**src/rtl/intr_ctrl_pkg.sv**
```systemverilog
// intr_ctrl_pkg: shared types and constants for the parametrised interrupt
// controller.
//   state_e        FSM states of the presentation sequencer
//   STATUS_ADDR    read-only status register address
//   EN_BIT/MODE_BIT  bit positions inside a per-source CFG register
package intr_ctrl_pkg;

    typedef enum logic [1:0] {
        IDLE    = 2'd0,
        PRESENT = 2'd1,
        GAP     = 2'd2
    } state_e;

    localparam logic [7:0] STATUS_ADDR = 8'hFF;
    localparam int         EN_BIT      = 7;
    localparam int         MODE_BIT    = 6;

endpackage

```
**src/rtl/intr_prio_arbiter.sv**
```systemverilog
// intr_prio_arbiter: combinational priority pick over the pending vector.
//   pend_i      pending bit per source
//   prio_i      packed priority fields, source i at [i*PRIO_W +: PRIO_W]
//   win_id_o    index of the winning source (0 when none pending)
//   any_pend_o  at least one source pending
module intr_prio_arbiter #(
    parameter int NUM_INTR = 16,
    parameter int PRIO_W   = $clog2(NUM_INTR)
) (
    input  logic [NUM_INTR-1:0]        pend_i,
    input  logic [NUM_INTR*PRIO_W-1:0] prio_i,
    output logic [PRIO_W-1:0]          win_id_o,
    output logic                       any_pend_o
);

    logic [PRIO_W-1:0] best_prio;

    // Scanning upward with a strict '>' keeps the lowest index on a tie.
    always_comb begin
        best_prio  = '0;
        win_id_o   = '0;
        any_pend_o = 1'b0;
        for (int i = 0; i < NUM_INTR; i++) begin
            if (pend_i[i] && (!any_pend_o || prio_i[i*PRIO_W +: PRIO_W] > best_prio)) begin
                any_pend_o = 1'b1;
                best_prio  = prio_i[i*PRIO_W +: PRIO_W];
                win_id_o   = PRIO_W'(i);
            end
        end
    end

endmodule

```
**src/rtl/intr_ctrl_param.sv**
```systemverilog
// intr_ctrl_param: interrupt controller with NUM_INTR sources, per-source
// priority/enable/mode registers on an APB-style slave port, and a
// present-until-serviced handshake to the processor.
//   pclk_i, prstn_i               clock, async active-low reset
//   paddr_i/pwdata_i/pwrite_i/penable_i, prdata_o/pready_o/pslverr_o  slave port
//   intr_active_i                 peripheral interrupt lines
//   intr_to_service_o/intr_valid_o  presented id and its valid flag
//   intr_serviced_i               processor finished the presented id
//
// state   | meaning
// IDLE    | nothing presented; latch winner as soon as anything is pending
// PRESENT | id_q presented and held until intr_serviced_i
// GAP     | one quiet cycle so a dropped level line settles
module intr_ctrl_param
    import intr_ctrl_pkg::*;
#(
    parameter int NUM_INTR = 16,
    parameter int PRIO_W   = $clog2(NUM_INTR)  // derived, leave at default
) (
    input  logic                pclk_i,
    input  logic                prstn_i,
    input  logic [7:0]          paddr_i,
    input  logic [7:0]          pwdata_i,
    input  logic                pwrite_i,
    input  logic                penable_i,
    output logic [7:0]          prdata_o,
    output logic                pready_o,
    output logic                pslverr_o,
    input  logic [NUM_INTR-1:0] intr_active_i,
    output logic [PRIO_W-1:0]   intr_to_service_o,
    output logic                intr_valid_o,
    input  logic                intr_serviced_i
);

    // Only enable, mode and the priority field are stored; other bits read 0.
    localparam logic [7:0] CFG_MASK = 8'hC0 | 8'((1 << PRIO_W) - 1);

    logic [7:0]                 cfg_q [NUM_INTR];
    logic                       pready_q, pslverr_q;
    logic [7:0]                 prdata_q;
    logic [NUM_INTR-1:0]        act_q, pend_q, pend_d;
    state_e                     state_q;
    logic [PRIO_W-1:0]          id_q;
    logic                       valid_q;
    logic [NUM_INTR*PRIO_W-1:0] prio_flat;
    logic [PRIO_W-1:0]          win_id;
    logic                       any_pend;
    logic                       acc_start, acc_commit, addr_is_cfg, wr_cfg, svc_clr;
    logic [7:0]                 rd_data;
    logic                       rd_err;

    assign acc_start   = penable_i & ~pready_q;
    assign acc_commit  = penable_i & pready_q;
    assign addr_is_cfg = 32'(paddr_i) < 32'(NUM_INTR);
    assign wr_cfg      = acc_commit & pwrite_i & addr_is_cfg;
    assign svc_clr     = (state_q == PRESENT) & intr_serviced_i;

    assign prdata_o          = prdata_q;
    assign pready_o          = pready_q;
    assign pslverr_o         = pslverr_q;
    assign intr_to_service_o = id_q;
    assign intr_valid_o      = valid_q;

    always_comb begin
        rd_data = 8'h00;
        rd_err  = 1'b0;
        if (paddr_i == STATUS_ADDR) begin
            if (pwrite_i) rd_err  = 1'b1;
            else          rd_data = {valid_q, 1'b0, 6'(id_q)};
        end else if (addr_is_cfg) begin
            if (!pwrite_i) begin
                for (int i = 0; i < NUM_INTR; i++) begin
                    if (paddr_i == 8'(i)) rd_data = cfg_q[i];
                end
            end
        end else begin
            rd_err = 1'b1;
        end
    end

    // Read data and error are captured on the edge that raises pready_o.
    always_ff @(posedge pclk_i or negedge prstn_i) begin
        if (!prstn_i) begin
            pready_q  <= 1'b0;
            pslverr_q <= 1'b0;
            prdata_q  <= 8'h00;
            for (int i = 0; i < NUM_INTR; i++) cfg_q[i] <= 8'h80 | 8'(i);
        end else begin
            pready_q  <= acc_start;
            prdata_q  <= acc_start ? rd_data : 8'h00;
            pslverr_q <= acc_start ? rd_err : 1'b0;
            if (wr_cfg) begin
                for (int i = 0; i < NUM_INTR; i++) begin
                    if (paddr_i == 8'(i)) cfg_q[i] <= pwdata_i & CFG_MASK;
                end
            end
        end
    end

    always_comb begin
        pend_d = pend_q;
        for (int i = 0; i < NUM_INTR; i++) begin
            prio_flat[i*PRIO_W +: PRIO_W] = cfg_q[i][PRIO_W-1:0];
            if (!cfg_q[i][MODE_BIT]) begin
                pend_d[i] = intr_active_i[i] & cfg_q[i][EN_BIT];
            end else begin
                // A fresh rising edge outranks a service clear on the same
                // edge; disabling the source outranks both.
                if (svc_clr && id_q == PRIO_W'(i)) pend_d[i] = 1'b0;
                if (cfg_q[i][EN_BIT] && intr_active_i[i] && !act_q[i]) pend_d[i] = 1'b1;
                if (wr_cfg && paddr_i == 8'(i) && !pwdata_i[EN_BIT]) pend_d[i] = 1'b0;
            end
        end
    end

    always_ff @(posedge pclk_i or negedge prstn_i) begin
        if (!prstn_i) begin
            act_q  <= '0;
            pend_q <= '0;
        end else begin
            act_q  <= intr_active_i;
            pend_q <= pend_d;
        end
    end

    intr_prio_arbiter #(
        .NUM_INTR (NUM_INTR),
        .PRIO_W   (PRIO_W)
    ) u_arb (
        .pend_i     (pend_q),
        .prio_i     (prio_flat),
        .win_id_o   (win_id),
        .any_pend_o (any_pend)
    );

    always_ff @(posedge pclk_i or negedge prstn_i) begin
        if (!prstn_i) begin
            state_q <= IDLE;
            id_q    <= '0;
            valid_q <= 1'b0;
        end else begin
            case (state_q)
                IDLE: begin
                    if (any_pend) begin
                        id_q    <= win_id;
                        valid_q <= 1'b1;
                        state_q <= PRESENT;
                    end
                end
                PRESENT: begin
                    if (intr_serviced_i) begin
                        valid_q <= 1'b0;
                        state_q <= GAP;
                    end
                end
                GAP: begin
                    state_q <= IDLE;
                end
                default: begin
                    valid_q <= 1'b0;
                    state_q <= IDLE;
                end
            endcase
        end
    end

endmodule

```
**config.mk**
```make
export PLATFORM = sky130hd
export DESIGN_NAME = intr_ctrl_param
export DESIGN_NICKNAME = d
export VERILOG_FILES = /design/src/rtl/intr_ctrl_pkg.sv /design/src/rtl/intr_prio_arbiter.sv /design/src/rtl/intr_ctrl_param.sv
export SDC_FILE = /design/constraint.sdc
export NUM_CORES = 1
export LEC_CHECK = 0
export BUFFER_PORTS_ARGS = -buffer_cell sky130_fd_sc_hd__buf_2
export CORE_MARGIN = 2
export CORE_UTILIZATION = 45
export CTS_BUF_LIST = sky130_fd_sc_hd__clkbuf_4 sky130_fd_sc_hd__clkbuf_8
export DETAILED_ROUTE_END_ITERATION = 8
export HOLD_SLACK_MARGIN = 0.03
export PLACE_DENSITY_LB_ADDON = 0.2
export SLEW_MARGIN = 20
export SYNTH_ARGS = -nofsm -noshare
export SYNTH_HDL_FRONTEND = slang
export SYNTH_SLANG_ARGS = --single-unit
```
**constraint.sdc**
```tcl
create_clock -name pclk_i -period 23.4 [get_ports pclk_i]
set_input_delay 3.51 -clock pclk_i [delete_from_list [all_inputs] [get_ports pclk_i]]
set_output_delay 3.51 -clock pclk_i [all_outputs]
set_load 0.01 [all_outputs]
```
==> flow_metrics.env <==
export IMPL_synth_area_um2=9310
export IMPL_synth_cells=963
export IMPL_crit_path_start_kind="flip-flop"
export IMPL_ir_drop_mv=0.0558
export IMPL_fill_cells=1908
export IMPL_cp_end_kind="flip-flop"
export IMPL_clkTransAtPathRegs_ps=90
export IMPL_finalCritPeriodShare_pct=93.5
export IMPL_gp_congestion=0.863
export IMPL_critPathMaxFanout=8
export IMPL_cpMaxStageDelayCell="dfstp_2"
export IMPL_max_slew_worst_pin_slew_ps=1070
export IMPL_crit_top_cell="ha_1"
export IMPL_start_util_pct=45.9
export IMPL_grt_pass1_vias=7829
export IMPL_drt_first_pass_iters=6
export IMPL_via_per_inst=6.14
export IMPL_maxCapViolCount=0
export IMPL_hpwl_um=20400
export IMPL_synth_fa_ha_area_share_pct=7.22
export IMPL_port_buffer_count=47
export IMPL_die_area_um2=21900
export IMPL_yosysMostFrequentCell="mux2_2"
export IMPL_die_w_um=148
export IMPL_grt_max_degree=76
export IMPL_ys_warn_count=0
export IMPL_synth_top_family_by_area="compound AO/OA/AOI/OAI gates"
export IMPL_fp_row_count=52
export IMPL_die_h_um=148
export IMPL_io_pins=52
export IMPL_ys_async_sr_fraction_pct=100
export IMPL_ys_top_cells_by_count="mux2_2, dfrtp_1, nand2_1"
export IMPL_num_vias=8072
export IMPL_maxSlewViolCount=0
export IMPL_worstHoldPathType="flip-flop to flip-flop"
export IMPL_ys_seq_area_share_pct=39.1
export IMPL_crit_family="compound AO/OA/AOI/OAI gates"
export IMPL_netlist_area_leader_share_pct=25.5
export IMPL_post_place_cells=1265
export IMPL_track_usage_pct=25.7
export IMPL_synth_xor_xnor_area_share_pct=0
export IMPL_grt_overflow=0
export IMPL_avgSynthCellArea_um2=9.67
export IMPL_synth_top_cells_by_area="dfrtp_1, dfstp_2, mux2_2, ha_1, o21ai_0"
export IMPL_synth_ff_type="dfrtp_1"
export IMPL_powerDensity_nw_per_um2=48.5
export IMPL_layout_nets=1120
export IMPL_final_cell_count_no_fill=1314
export IMPL_required_ps=23750
export IMPL_critPathKind="flip-flop to flip-flop"
export IMPL_drive_above_1_share_pct=29.1
export IMPL_synth_compound_area_share_pct=22.4
export IMPL_crit_buf_inv=10
export IMPL_synth_seq_cells=143
export IMPL_max_freq_ghz=0.0457
export IMPL_root_buffer="clkbuf_8"
export IMPL_core_area_um2=20300
export IMPL_slowest_delay_ps=590
export IMPL_wl_um=27200
export IMPL_synth_cell_types=85
export IMPL_drc_errors=0
export IMPL_fin_crit_ps=21880
export IMPL_grt_pass1_wl_um=43900
export IMPL_h_tree_depth=4
export IMPL_synthMuxAreaShare_pct=12.3
export IMPL_setup_violations=0
export IMPL_slew_headroom_pct=27.9
export IMPL_outcome="finished, final reports clean"
export IMPL_finClkSkew_ps=14.6
export IMPL_crit_arrival_ps=22230
export IMPL_area_growth_pct=13.3
export IMPL_synth_largest_area_cell="dfrtp_1"
export IMPL_ant_nets=0
export IMPL_p_leak_nw=4.60
export IMPL_hold_viol_final=0
export IMPL_cts_buffers=17
export IMPL_tns_ps=0
export IMPL_grt_antenna_before_repair=0
export IMPL_initialDrtViolationCount=796
export IMPL_clockBufferDepth=2
export IMPL_synthSimpleGateAreaFrac_pct=15.7
export IMPL_cts_hold_buf=0
export IMPL_cts_sinks=143
export IMPL_synth_edf_count=0
export IMPL_detail_route_wl_per_cell_um=20.7
export IMPL_cts_tree="done"
export IMPL_clk_latency_ps=460
[where the power goes]
group / leakage (nW) / total (W) / switching [W] / internal [W]
logic: 2.62 / 0.0000311 / 0.0000214 / 0.00000973
registers: 1.76 / 0.000261 / 0.00000873 / 0.000253
clock network: 0.215 / 0.000219 / 0.000100 / 0.000119
[layer usage]
layer	vias up	wire length [µm]	track usage, %	part of all wire, %
met5	-	0	0	0
met4	0	595	7.00	2.2
met3	47	1630	3.27	6.0
met2	285	12400	40.5	46
met1	3953	12600	37.4	46
li1	3787	-	-	-
[flip-flops by register name, indices dropped and copies added, names as in the netlist]
register,count
prdata_o,6
pready_o,1
cfg_q,96
state_q,2
pend_q,16
pslverr_o,1
intr_valid_o,1
intr_to_service_o,4
act_q,16
[timing repair]
item / in CTS / in global routing
pin swaps: 0 / 8
endpoints found under the setup margin: 1 / 4
gates resized for setup: 1 / 27
endpoints found under the hold margin: 0 / 0
setup buffers: 0 / 17
[metrics by stage]
stage	power [W]	area [µm²]	utilization, %	hold slack (ps)	setup WS [ps]
global placement	0.000297	9870	48.6	499	200
floorplan	0.000277	9320	-	464	1920
finish	0.000511	10600	52.0	513	1520
detailed placement	0.000297	9870	48.6	499	114
global route	0.000528	10500	52.0	538	-77.4
CTS	0.000513	10300	50.8	512	172
[cell families after synthesis]
family          Yosys count
buf+inv                  78
fa+ha+maj                54
flops                   143
other cells               1
simple gates            293
mux                     102
compound gates          292
[final timing paths]
check	from	to	slack [ps]	depth (start not counted)
max	cfg_q[112]	intr_to_service_o[2]	1520	119
min	cfg_q[22]	pend_q[13]	510	1
min in group asynchronous	prstn_i	act_q[14]	3050	1
max in group asynchronous	prstn_i	pend_q[0]	18980	2
min reg2reg	cfg_q[22]	pend_q[13]	510	1
max reg2reg	cfg_q[112]	intr_to_service_o[2]	1520	119
[layout make-up]
| cell class | count | area, µm² | share of cell area (%) |
|---|---|---|---|
| timing repair buffer | 79 | 485 | 4.60 |
| multi-input combinational | 743 | 5470 | 51.9 |
| tap | 270 | 338 | 3.20 |
| antenna | 1 | 2.50 | 0.0237 |
| clock inverter | 13 | 189 | 1.79 |
| sequential | 143 | 3640 | 34.5 |
| clock buffer | 18 | 248 | 2.35 |
| inverter | 47 | 176 | 1.67 |
[worst reg2reg max path, delay by kind of cell, from the launching register on]
kind | cells | cell delay, ps
compound gates | 59 | 10170
fa+ha+maj | 17 | 4840
buf+inv | 10 | 920
flops | 1 | 590
mux | 4 | 1280
simple gates | 29 | 3960
[placed cells by master (no fill, tap or decap), drive strengths merged, types with 7 or more instances in the layout]
cell / count
a22oi: 16
o31ai: 7
ha: 52
nand2b: 12
a31oi: 16
nand2: 91
or2: 8
nor2: 62
nand3: 30
a222oi: 10
o21a: 12
mux2: 96
buf: 79
o211ai: 7
o31a: 7
a21oi: 45
nor2b: 21
o22ai: 9
clkbuf: 18
dfrtp: 95
inv: 48
nor3: 17
nor4: 9
a21o: 11
and2: 11
dfstp: 48
nand4: 11
o21ai: 83
o211a: 8
Note: power is estimated with default switching activity, not from simulation.
